**src/rtl/fifo_wr_arbiter_if.sv**
```systemverilog
// Write-side bundle between NREQ producers, the round-robin arbiter and a sync FIFO.
// The arbiter takes the master view: it owns the FIFO write port and the grant/ack returns.
interface fifo_wr_arbiter_if #(
  parameter int NREQ = 4,
  parameter int DW   = 16
);
  logic [NREQ-1:0]    req;
  logic [NREQ*DW-1:0] req_data;
  logic [NREQ-1:0]    ack;
  logic [NREQ-1:0]    gnt;
  logic               fifo_fullp;
  logic               fifo_writep;
  logic [DW-1:0]      fifo_din;
  logic               stall_drop;

  modport master (
    input  req, req_data, fifo_fullp,
    output ack, gnt, fifo_writep, fifo_din, stall_drop
  );

  modport slave (
    output req, req_data, fifo_fullp,
    input  ack, gnt, fifo_writep, fifo_din, stall_drop
  );
endinterface

```
**src/rtl/fifo_wr_arbiter.sv**
```systemverilog
// Round-robin arbiter sharing one FIFO write port among NREQ producers, with
// per-grant burst limit and forced release of a grant stalled on a full FIFO.
module fifo_wr_arbiter #(
  parameter int NREQ      = 4,
  parameter int DW        = 16,
  parameter int BURST     = 4,
  parameter int STALL_MAX = 8
) (
  input  logic               clk,
  input  logic               rstn,
  fifo_wr_arbiter_if.master  bus
);
  localparam int PW = (NREQ > 1) ? $clog2(NREQ) : 1;
  localparam int BW = $clog2(BURST + 1);
  localparam int SW = $clog2(STALL_MAX + 1);

  typedef enum logic [1:0] {IDLE, GRANT, RELEASE} state_t;

  state_t          state, state_nxt;
  logic [PW-1:0]   owner, rr_ptr, sel;
  logic [NREQ-1:0] gnt_q;
  logic [BW-1:0]   burst_cnt;
  logic [SW-1:0]   stall_cnt;
  logic            found, owner_req, write, stalled, timeout;

  // First requester at or after rr_ptr, wrapping round.
  always_comb begin
    found = 1'b0;
    sel   = '0;
    for (int i = 0; i < NREQ; i++) begin
      if (!found && bus.req[(int'(rr_ptr) + i) % NREQ]) begin
        found = 1'b1;
        sel   = PW'((int'(rr_ptr) + i) % NREQ);
      end
    end
  end

  assign owner_req = bus.req[owner];
  assign bus.gnt   = gnt_q;

  // NOTE: every output of this block gets a default before the case, so no
  // path leaves a signal unassigned and no latch is inferred.
  always_comb begin
    state_nxt       = state;
    write           = 1'b0;
    stalled         = 1'b0;
    timeout         = 1'b0;
    bus.ack         = '0;
    bus.fifo_writep = 1'b0;
    bus.fifo_din    = '0;
    bus.stall_drop  = 1'b0;
    unique case (state)
      IDLE: if (found) state_nxt = GRANT;
      GRANT: begin
        write           = owner_req & ~bus.fifo_fullp;
        stalled         = owner_req & bus.fifo_fullp;
        timeout         = stalled && (stall_cnt == SW'(STALL_MAX - 1));
        bus.fifo_writep = write;
        bus.ack[owner]  = write;
        bus.fifo_din    = bus.req_data[int'(owner)*DW +: DW];
        bus.stall_drop  = timeout;
        if (!owner_req || timeout || (write && burst_cnt == BW'(BURST - 1)))
          state_nxt = RELEASE;
      end
      RELEASE: state_nxt = IDLE;
      default: state_nxt = IDLE;
    endcase
  end

  // NOTE: state is updated with non-blocking assignments so every register
  // samples the values from before this edge, regardless of statement order.
  always_ff @(posedge clk or negedge rstn) begin
    if (!rstn) begin
      state     <= IDLE;
      gnt_q     <= '0;
      owner     <= '0;
      rr_ptr    <= '0;
      burst_cnt <= '0;
      stall_cnt <= '0;
    end else begin
      state <= state_nxt;
      unique case (state)
        IDLE: if (found) begin
          gnt_q     <= NREQ'(1) << sel;
          owner     <= sel;
          burst_cnt <= '0;
          stall_cnt <= '0;
        end
        GRANT: begin
          if (write) begin
            burst_cnt <= burst_cnt + 1'b1;
            stall_cnt <= '0;
          end else if (stalled) begin
            stall_cnt <= stall_cnt + 1'b1;
          end
          if (state_nxt == RELEASE) gnt_q <= '0;
        end
        // The releasing requester drops to lowest priority for the next round.
        RELEASE: rr_ptr <= (owner == PW'(NREQ - 1)) ? '0 : owner + 1'b1;
        default: ;
      endcase
    end
  end
endmodule

```
**src/flat_wrapper.sv**
```systemverilog
// flat-port wrapper written by rule: the top's interface ports become plain ports
module fifo_wr_arbiter_flat 
#(
  parameter int NREQ      = 4,
  parameter int DW        = 16,
  parameter int BURST     = 4,
  parameter int STALL_MAX = 8
)
  (clk, rstn, bus_req, bus_req_data, bus_fifo_fullp, bus_ack, bus_gnt, bus_fifo_writep, bus_fifo_din, bus_stall_drop);
  fifo_wr_arbiter_if #(.NREQ(NREQ), .DW(DW)) bus_i ();
  input  logic clk;
  input  logic rstn;
  input wire logic [$bits(bus_i.req)-1:0] bus_req;
  input wire logic [$bits(bus_i.req_data)-1:0] bus_req_data;
  input wire logic [$bits(bus_i.fifo_fullp)-1:0] bus_fifo_fullp;
  output wire logic [$bits(bus_i.ack)-1:0] bus_ack;
  output wire logic [$bits(bus_i.gnt)-1:0] bus_gnt;
  output wire logic [$bits(bus_i.fifo_writep)-1:0] bus_fifo_writep;
  output wire logic [$bits(bus_i.fifo_din)-1:0] bus_fifo_din;
  output wire logic [$bits(bus_i.stall_drop)-1:0] bus_stall_drop;
  assign bus_i.req = bus_req;
  assign bus_i.req_data = bus_req_data;
  assign bus_i.fifo_fullp = bus_fifo_fullp;
  assign bus_ack = bus_i.ack;
  assign bus_gnt = bus_i.gnt;
  assign bus_fifo_writep = bus_i.fifo_writep;
  assign bus_fifo_din = bus_i.fifo_din;
  assign bus_stall_drop = bus_i.stall_drop;
  fifo_wr_arbiter #(.NREQ(NREQ), .DW(DW), .BURST(BURST), .STALL_MAX(STALL_MAX)) u_core (.clk(clk), .rstn(rstn), .bus(bus_i));
endmodule
```
**config.mk**
```make
export PLATFORM = sky130hd
export DESIGN_NAME = fifo_wr_arbiter_flat
export DESIGN_NICKNAME = d
export VERILOG_FILES = /design/src/rtl/fifo_wr_arbiter_if.sv /design/src/rtl/fifo_wr_arbiter.sv /design/src/flat_wrapper.sv
export SDC_FILE = /design/constraint.sdc
export NUM_CORES = 1
export LEC_CHECK = 0
export ABC_CLOCK_PERIOD_IN_PS = 4300
export CORE_UTILIZATION = 40
export CTS_BUF_LIST = sky130_fd_sc_hd__clkbuf_2 sky130_fd_sc_hd__clkbuf_4 sky130_fd_sc_hd__clkbuf_8
export DETAILED_ROUTE_END_ITERATION = 8
export PLACE_DENSITY = 0.85
export SLEW_MARGIN = 10
export SYNTH_ARGS = -nofsm -noshare
export SYNTH_HDL_FRONTEND = slang
export SYNTH_SLANG_ARGS = --single-unit
```
**constraint.sdc**
```tcl
create_clock -name clk -period 4.3 [get_ports clk]
set_input_delay 0.86 -clock clk [delete_from_list [all_inputs] [get_ports clk]]
set_output_delay 0.86 -clock clk [all_outputs]
set_load 0.03 [all_outputs]
```
Word level (Yosys, flattened, before mapping)
Cells that the tools add are included. Widths: inputs -> output; s select.

Add/sub/neg operators: 6. Order comparisons: 6. Shift-type cells: 2. Reductions and logical operators: 21. Mux-type cells: 42. Eq/ne operators: 10. Bitwise gates (word level): 7.

Operators with widths (count): $shiftx 64x7->16 (1); $mux 4 (6); $mux 1 (16); $mux 16 (1); $pmux 4 s2 (2); $mux 2 (7); $lt 3x4->1 const B (3); $bmux 1 s2 (5); $reduce_and 3->1 (3); $eq 2x2->1 const B (3); $logic_and 1x1->1 (6); $lt 2x3->1 const B (2); $mux 3 (2); $pmux 3 s2 (1); $reduce_or 2->1 (3); $add 2x1->2 const B (2); $add 2x2->2 const B (2); $add 4x1->4 const B (1); $and 4x4->4 (1); $eq 4x3->1 const B (1); $logic_not 1->1 (4); $ne 2x1->1 const B (2); $pmux 2 s2 (1); $shl 1x2->4 const A (1); other kinds (14) (18).

Bits in registers: 17.

Depth between registers and ports, before layout
Depth after elaboration: 19. Mapped depth: 6. Depth with buffers taken out: 6.

Worst setup path after synthesis
No wires, ideal clock.

Kind: in2out. From: in bus_req[3]. To: out bus_ack[0]. Required time: 3440 ps. Path slack: 1353 ps. Arrival time: 2087 ps. Stages: 4. Path through: mux4_2 > nand3_1 > inv_1 > and2_1.

Cells in the longest elaborated chain, start to end: 5.

Ends and longest elaborated chain: start: declaration (line flat_wrapper.sv:13) `input wire logic [$bits(bus_i.req)-1:0] bus_req;`; $bmux 1 s2 (line fifo_wr_arbiter.sv:38) `assign owner_req = bus.req[owner];`; $mux 1 (not written as such) (line fifo_wr_arbiter.sv:38); $and 1x1->1 (line fifo_wr_arbiter.sv:55) `write = owner_req & ~bus.fifo_fullp;`; $and 4x4->4 (no source line); $mux 4 (line fifo_wr_arbiter.sv:52) `unique case (state)`; end: declaration (line flat_wrapper.sv:16) `output wire logic [$bits(bus_i.ack)-1:0] bus_ack;`.

No other way between the ends. The select of a mux whose other input is x is not followed.

Worst setup path after layout
From: in bus_req[1]. To: out bus_ack[1].

Same word-level chain as after synthesis.

==> flow_metrics.py <==
metrics = {
    "synth": {
        "yosys.area_share.adder_pct": 5.84,
        "yosysWarnings": 0,
        "synth_top_family_by_area": "multiplexers",
        "synth_xor_area_share_pct": 0,
        "yosys.cell_types.count": 35,
        "synth_compound_area_share_pct": 14.5,
        "ys_seq_area_share_pct": 28.4,
        "syn_nets": 214,
        "synth.area.mux_share_pct": 27.5,
        "synth-seq-cells": 17,
        "synth_cells": 136,
        "synth-simple-area-share_pct": 19.3,
        "ys_async_sr_fraction_pct": 100,
        "synth_area_per_cell_um2": 11.0,
        "mappedNetlistArea_mm2": 0.00150,
        "ys_dominant_reg_cell": "dfrtp_1",
        "synth-edff-count": 0,
    },
    "setup_path": {
        "cp_top_family": "buffers and inverters",
        "crit_fanout": 7,
        "cp_num_buf_inv": 3,
        "worstPathRequired_ns": 3.44,
        "crit_slowest_cell": "clkdlybuf4s50_1",
        "worst-setup-path-type": "in2out",
        "crit_path_end_kind": "output port",
        "startpoint_type": "input port",
        "cp_cell_sequence": "clkdlybuf4s50_1 > mux4_2 > nand3_1 > inv_1 > and2_1 > clkdlybuf4s50_1",
        "cp_common_cell": "clkdlybuf4s50_1",
        "crit_arrival_ns": 3.09,
        "critPathMaxStageDelay_ns": 0.59,
    },
    "sta": {
        "finalHoldViolations": 0,
        "tns_ns": 0,
        "worst_slack_ns": 0.346,
        "rsz0062_at_grt": "false",
        "finalCriticalPeriod_ns": 3.95,
        "final_max_slew_viol_count": 0,
        "max_freq_ghz": 0.253,
        "fin_crit_sh_pct": 91.9,
        "max_slew.worst_pin.slew_ns": 0.763,
        "slew_headroom_pct": 49.0,
        "fin_skew_ns": 0.000912,
        "setup_viol": 0,
    },
    "clock_network": {
        "cts_tree": "built",
        "clock_latency_ns": 0.26,
        "h-tree-depth": 1,
        "numCtsBuffers": 3,
        "post_cts_buffers": 0,
        "clockRootBuffer": "clkbuf_8",
        "clkTransAtPathRegs_ns": 0.07,
        "cts_hold_buf": 0,
        "cts.sinks": 17,
        "clk_path_buf_depth": 2,
        "cts_resized": 0,
    },
    "pwr": {
        "switching_share_pct": 45.2,
        "combPwrFrac_pct": 71.9,
        "power_leakage_uw": 0.00104,
        "power.switching_uw": 649,
        "clkPwrFrac_pct": 9.1,
        "internal-power_uw": 786,
        "power_density_mw_per_mm2": 561,
        "p_seq_share_pct": 19.0,
        "vdd_drop_max_v": 0.000472,
    },
    "finish": {
        "drive_gt1_share_pct": 10.7,
        "area_growth_pct": 70.5,
        "final_common_cell": "clkdlybuf4s50_1",
        "fin_util_pct": 73.7,
        "fin_area_mm2": 0.00256,
        "instances_no_fill": 279,
        "nets": 312,
        "n_fill_cell": 273,
        "n_antenna_cell": 0,
        "layout_common_cells": "clkdlybuf4s50_1 (96), and2_1 (21), dfrtp_1 (17)",
    },
    "detailed_routing": {
        "drc": 0,
        "drt_iter0_drc": 87,
        "drt-total-wl_um": 4490,
        "dr_total_vias": 1513,
        "route.detailed.wl_per_inst_um": 16.1,
        "wl_met3_um": 305,
        "dr_wl_met2_um": 2090,
        "met1_length_um": 2050,
        "viasPerCell": 5.42,
        "highest-signal-layer": "met4",
        "ant_nets": 0,
        "dr.pass1.iters": 3,
    },
    "die": {
        "chipWidth_um": 63.2,
        "dieHeight_um": 63.2,
        "core_area_mm2": 0.00347,
        "row_count": 21,
        "start_util_pct": 43.2,
        "die_area_mm2": 0.00400,
        "io_pins": 97,
    },
    "outcome": {
        "outcome": "finished clean",
    },
    "placed_design": {
        "port-buffer-count": 96,
        "dp_hpwl_um": 3670,
        "placed_cells": 275,
        "dp_slack_ns": 0.343,
        "place_congestion": 0.779,
        "placed_cell_area_mm2": 0.00251,
    },
    "global_routing": {
        "grt_pass1_vias": 1491,
        "antenna_found_initial": 0,
        "grt_overflow": 0,
        "grt_util_all_layers_pct": 23.7,
        "grt_pass1_wl_um": 7330,
        "grt_max_degree": 21,
    },
    "min_path": {
        "min-delay-path-class": "reg2reg",
    },
    "run": {
        "maxCapViolCount": 0,
    },
}
==> metal layers <==
metal	global-route usage [%]	vias up
met5	0	-
met2	39.9	58
met3	4.17	3
met4	5.97	0
met1	31.4	746
li1	-	706
==> area by class of cell <==
class	instances	area, µm²	share of cell area, %
Multi-Input combinational cell	104	1010	39.4
Timing Repair Buffer	99	983	38.5
Sequential cell	17	425	16.6
Tap cell	46	57.6	2.25
Clock buffer	4	48.8	1.91
Inverter	9	33.8	1.32
==> power groups by stage <==
stage / clock [µW] / sequential, µW / combinational, µW
after floorplan: 0 / 279 / 667
after global placement: 0 / 275 / 1030
after detailed placement: 0 / 276 / 1040
after CTS: 133 / 274 / 1040
after global routing: 139 / 285 / 1110
final: 130 / 273 / 1030
==> cells by family (layout without fill, tap and decap cells) <==
family / after synthesis / in the layout
AND/OR/NAND/NOR: 51 / 51
adder cells (fa/ha/maj): 7 / 7
AO/OA/AOI/OAI: 28 / 28
multiplexers: 18 / 18
buffers and inverters: 15 / 112
flip-flops: 17 / 17
==> synthesized netlist by cell type (2+ instances only) <==
master      n  share of area [%]
nand3_1     5                1.7
inv_1       9                2.3
mux4_2     12                 18
buf_2       2               0.67
dfrtp_1    17                 28
o21bai_1    2                1.0
o2bb2ai_1   2                1.2
ha_1        7                5.8
nand2_1     9                2.3
mux4_1      5                8.8
o21ai_0     8                2.7
nor2b_1     2               0.83
nand2b_1    4                1.7
and2_1     21                8.8
o31ai_1     3                1.5
clkbuf_1    3               0.75
o21a_1      2                1.0
nor2_1      5                1.3
a22o_1      2                1.2
==> metrics by stage <==
stage               hold slack [ns]  power [µW]
detailed placement            0.475        1310
CTS                           0.505        1440
finish                        0.503        1430
global route                  0.519        1540
global placement              0.480        1300
floorplan                     0.467         946
==> sequential cells by signal (all words and copies together) (netlist names) <==
signal	flops
u_core.burst_cnt	3
u_core.bus.gnt	4
u_core.owner	2
u_core.rr_ptr	2
u_core.stall_cnt	4
u_core.state	2
==> worst paths after layout <==
kind	startpoint	endpoint	slack (ns)	cells past startpoint
worst max-delay path	bus_req[1]	bus_ack[1]	0.35	6
min in group asynchronous	rstn	u_core.stall_cnt[1]$_DFFE_PN0P_	1.05	1
worst min register to register	u_core.bus.gnt[3]$_DFFE_PN0P_	u_core.bus.gnt[3]$_DFFE_PN0P_	0.50	1
worst min-delay path	u_core.bus.gnt[3]$_DFFE_PN0P_	u_core.bus.gnt[3]$_DFFE_PN0P_	0.50	1
max in group asynchronous	rstn	u_core.stall_cnt[0]$_DFFE_PN0P_	2.78	1
worst max register to register	u_core.owner[0]$_DFFE_PN0P_	u_core.stall_cnt[2]$_DFFE_PN0P_	2.38	4
(Power assumes the default switching activity.)
==> variant 1, RTL diff (config.mk and constraints unchanged) <==
`BURST` is set to 4 in 2 places; all go to 2.
--- a/src/rtl/fifo_wr_arbiter.sv
+++ b/src/rtl/fifo_wr_arbiter.sv
@@ -5,3 +5,3 @@
   parameter int DW        = 16,
-  parameter int BURST     = 4,
+  parameter int BURST     = 2,
   parameter int STALL_MAX = 8
--- a/src/flat_wrapper.sv
+++ b/src/flat_wrapper.sv
@@ -5,3 +5,3 @@
   parameter int DW        = 16,
-  parameter int BURST     = 4,
+  parameter int BURST     = 2,
   parameter int STALL_MAX = 8
Behaviour: not the same (a bounded check fails within 4 cycles, from zero or initial values and one cycle with rstn low).
==> variant 1 against the unedited design <==
- area after synthesis shrank 4.5%
- critical path depth unchanged
- via count decreased by 4.0%
- cell area fell by 3.5%
- count of clock-buffer cells in the layout is 1 lower
- sequential cell count decreased by 1
- first-iteration DRC count fell by 56%
- setup slack got worse by 42 ps
- wire length is 3.1% higher
- utilization shrank 0.94 points
- power fell by 8.6%
- combinational power down 5%
- global-route usage grew 0.67 points
- synthesized cell count down 5.9%
- critical path type unchanged
- largest power group unchanged
- highest routed layer unchanged
==> variant 1: results (changes against the unedited design) <==
outcome finished, final reports clean; maximum number of pins on one net before global-route repair 21 (unchanged); vias in the first global route 1418 (-4.9%); DRT Pass-1 Iters 4 (+1); Post-Route WL 4625 microns (+3.1%); Placer Congestion 0.7962 (+2.2%); clk slew on worst S/H paths 90 ps (+20 ps); dpl cell area 2444 sq um (-2.5%); post-route setup TNS 0 ps (unchanged); crit-path max FO 7 (unchanged); Static Leak 0.9699 nW (-6.6%); Worst Hold Class register to register; Max Root-Sink Buffers 2 (unchanged); delay of the slowest critical-path stage 680 ps (+90 ps); Via Count 1452 (-4.0%); DRT iter0 DRCs 38 (-56%); Max transition margin 0.5084 (+0.01869); number of synthesized flops with an enable pin 0 (unchanged); peak supply drop 0.0003668 V (-22%); initial antenna violation count 0 (unchanged); clock skew 1.168 ps (+0.2558 ps); post-synth net total 205 (-4.2%); synth unique cells 35 (unchanged); Area contributors post-synth dfrtp_1, mux4_2, and2_1; HPWL after DPL 3870 microns (+5.4%); GRT Util Overall 0.2436 (+0.006729); number of H-tree levels 1 (unchanged); setup bufs post-CTS 0 (unchanged); Ant. Diodes 0 (unchanged); fillers 237 (-13%); first-pass GRT wire length 6672 microns (-8.9%); MaxCap Viol Count 0 (unchanged); commonest cells in the netlist and2_1, dfrtp_1, mux4_2; Finished Layout Cells 271 (-2.9%); sequential share of the synthesized area 0.2797 (-0.004086); share of post-route cells with drive strength above 1 0.09778 (-0.009518); Net count, final 304 (-2.6%); clk_lat worst skew 300 ps (+40 ps); Final Util 0.7276 (-0.009438); Clock Root Buffer clkbuf_4; DP Worst Slack 287.8 ps (-54.72 ps); crit path DAT 3140 ps (+50 ps); Gate Count Post-Synth 128 (-5.9%); CTS Buf Count 3 (unchanged)
## variant 1: logic make-up after synthesis
| family | Yosys count | share of synthesized area |
|---|---|---|
| fa+ha+maj | 6 | 0.05245 |
| simple gates | 47 | 0.1844 |
| mux | 19 | 0.2955 |
| buf+inv | 13 | 0.04109 |
| compound gates | 27 | 0.1469 |
| flops | 16 | 0.2797 |
## variant 1: path summary, 6_finish.rpt
check | start | end | slack [ps] | cells past startpoint
min in group asynchronous | rstn | u_core.bus.gnt[0] | 990 | 1
max in group asynchronous | rstn | u_core.owner[0] | 2850 | 1
worst min-delay path | u_core.bus.gnt[3] | u_core.bus.gnt[3] | 500 | 1
worst max register to register | u_core.owner[1] | u_core.stall_cnt[3] | 2590 | 4
worst min register to register | u_core.bus.gnt[3] | u_core.bus.gnt[3] | 500 | 1
worst max-delay path | bus_req[3] | bus_ack[3] | 300 | 6
## variant 1: area by class of cell
type / instances / area share
clock buffers: 3 / 0.009132
well taps: 46 / 0.02334
repair buffers: 99 / 0.3988
inverters: 8 / 0.01218
multi-input cells: 99 / 0.3942
flip-flops and latches: 16 / 0.1624
## variant 1: worst max-delay path, delay by kind of cell
| kind | cells | cell delay (ps) |
|---|---|---|
| buffers and inverters | 2 | 1270 |
| AND/OR/NAND/NOR | 3 | 680 |
| multiplexers | 1 | 330 |
## variant 1: power by group
group          internal, mW  total [mW]  switching, mW
logic                 0.475       0.980          0.505
registers             0.206       0.249         0.0432
clock network        0.0328      0.0818         0.0491
## variant 1: metal layers
metal	share of wire	routed length [microns]	global-route usage	vias to the layer above
li1	-	-	-	681
met3	0.11	487	0.07039	9
met4	0.016	76	0.08254	0
met1	0.39	1797	0.2656	692
met5	0	0	0	-
met2	0.49	2264	0.4501	70
==> variant 2, RTL diff (config.mk and constraints unchanged) <==
Made on the original files. Make the reset (`rstn`) synchronous in one clocked block.
--- a/src/rtl/fifo_wr_arbiter.sv
+++ b/src/rtl/fifo_wr_arbiter.sv
@@ -71,3 +71,3 @@
   // samples the values from before this edge, regardless of statement order.
-  always_ff @(posedge clk or negedge rstn) begin
+  always_ff @(posedge clk) begin
     if (!rstn) begin
Check against the original RTL: differs if rstn is asserted again (counterexample within 4 cycles, from zero or initial values and one cycle with rstn low); with rstn held inactive, the same outputs for 4 cycles.
==> variant 2 against the unedited design <==
- area after synthesis shrank 4.4%
- fmax grew 2.2%
- cell area shrank 3.7%
- setup slack gained 83 ps
- utilization shrank 1.1 points
- wire length shrank 0.56%
- clock skew grew 3.5 ps
- sequential cell count is the same
- critical path type unchanged
- highest routed layer unchanged
Power is not compared: it rests on default switching activity, and its combinational part moved more than twofold at a synthesized area within 25%.
==> variant 2: results (changes against the unedited design) <==
outcome finished, final reports clean; CP max-delay cell clkdlybuf4s50_1; M3 GR Usage 0.05176 (+0.01009); initial antenna violation count 0 (unchanged); top_reg_cell synth dfxtp_1; Post-Route WL 4463 microns (-0.56%); maximum number of pins on one net before global-route repair 21 (unchanged); met3 WL post-DR 359 microns (+18%); dpl cell area 2431 sq um (-3.0%); grt met2 use 0.4101 (+0.01094); DRT Pass-1 Iters 4 (+1); post-synth net total 227 (+6.1%); Gate Count Post-Synth 149 (+9.6%); share of post-route cells with drive strength above 1 0.1070 (-0.0003003); Ant. Diodes 0 (unchanged); Via Count 1546 (+2.2%); delay of the slowest critical-path stage between 500 and 600 ps; asr flop ratio synth 0 (-1.000); met2 WL 2327 microns (+11%); peak supply drop 0.0002160 V; # port buffers 96 (unchanged); sequential share of the synthesized area 0.2376 (-0.04625); clock skew 4.367 ps (+3.456 ps); first-pass GRT wire length 6465 microns (-12%); crit path DAT 3010 ps (-80 ps); DP Worst Slack 437.4 ps (+94.85 ps); R2R cell count 4 (unchanged); setup bufs post-CTS 0 (unchanged); Worst Hold Class register to register; Worst Tran Pin Value 462.1 ps (-301.1 ps); number of H-tree levels 1 (unchanged); Via-to-Cell Ratio 5.349 (-1.4%); Post-route DRC 0 (unchanged); Clock Root Buffer clkbuf_4; crit-path max FO 7 (unchanged); hold path cells 2 (+1); placed instance count 285 (+3.6%); M1 GR Usage 0.2719 (-0.04205); Net count, final 322 (+3.2%); vias in the first global route 1401 (-6.0%); Largest delay share family, worst path buffers and inverters; met1 WL 1735 microns (-15%); Area contributors post-synth mux4_2, dfxtp_1, and2_1; Syn. warnings 0 (unchanged); Placer Congestion 0.7692 (-1.2%); Max Root-Sink Buffers 2 (unchanged); clk_lat worst skew 290 ps (+30 ps); commonest cells in the netlist and2_1, dfxtp_1, mux4_2; highest metal used met4; DRT iter0 DRCs 39 (-55%); HPWL after DPL 3758 microns (+2.4%); fillers 264 (-3.3%); synth unique cells 35 (unchanged); Static Leak 0.8748 nW; CTS Buf Count 3 (unchanged); clk slew on worst S/H paths 100 ps (+30 ps); CTS resizes 0 (unchanged); GRT Util Overall 0.2305 (-0.006321)
==> variant 2: cell count changes after synthesis, moves of 3 or more <==
cell / before / now
a21oi_1: 1 / 12
clkbuf_1: 3 / 6
dfrtp_1: 17 / 0
dfxtp_1: 0 / 17
mux4_1: 5 / 0
mux4_2: 12 / 17
nand3_1: 5 / 8
o21ai_0: 8 / 3
or3_1: 0 / 5
==> variant 2: area by class of cell <==
cell class / instances / area [sq um] / share of cell area
Sequential cell: 17 / 340.3 / 0.1383
Clock buffer: 3 / 22.52 / 0.009151
Timing Repair Buffer: 99 / 983.4 / 0.3996
Inverter: 10 / 37.54 / 0.01525
Clock inverter: 1 / 7.507 / 0.003050
Multi-Input combinational cell: 113 / 1012 / 0.4113
Tap cell: 46 / 57.56 / 0.02339
==> variant 2: worst reg2reg max path, stage by stage, from the launching register on <==
cell       delay (ps)
dfxtp_1           610
mux4_2            620
nand3_1           170
a2bb2oi_1         250
o32ai_1           120
==> variant 2: worst paths after layout <==
check                                  startpoint           endpoint  slack (ps)
worst max-delay path                   bus_req[1]         bus_ack[2]         430
worst min register to register  u_core.bus.gnt[3]  u_core.bus.gnt[3]         460
worst max register to register    u_core.owner[0]  u_core.bus.gnt[2]        2410
worst min-delay path            u_core.bus.gnt[3]  u_core.bus.gnt[3]         460
==> variant 2: report_power, final <==
part           leakage, nW  switching (mW)  internal [mW]
Combinational        0.723           0.143          0.169
Sequential           0.138          0.0120          0.168
Clock               0.0139          0.0508         0.0353
==> variant 2: kinds of logic (layout without fill, tap and decap cells) <==
group,count (synthesis),after routing,share of synthesized area
AOI/OAI and AO/OA,28,28,0.1275
adders and majority gates,7,7,0.06113
buffers and inverters,19,113,0.05589
DFF,17,17,0.2376
muxes,19,19,0.2812
and+or+nand+nor,59,59,0.2367
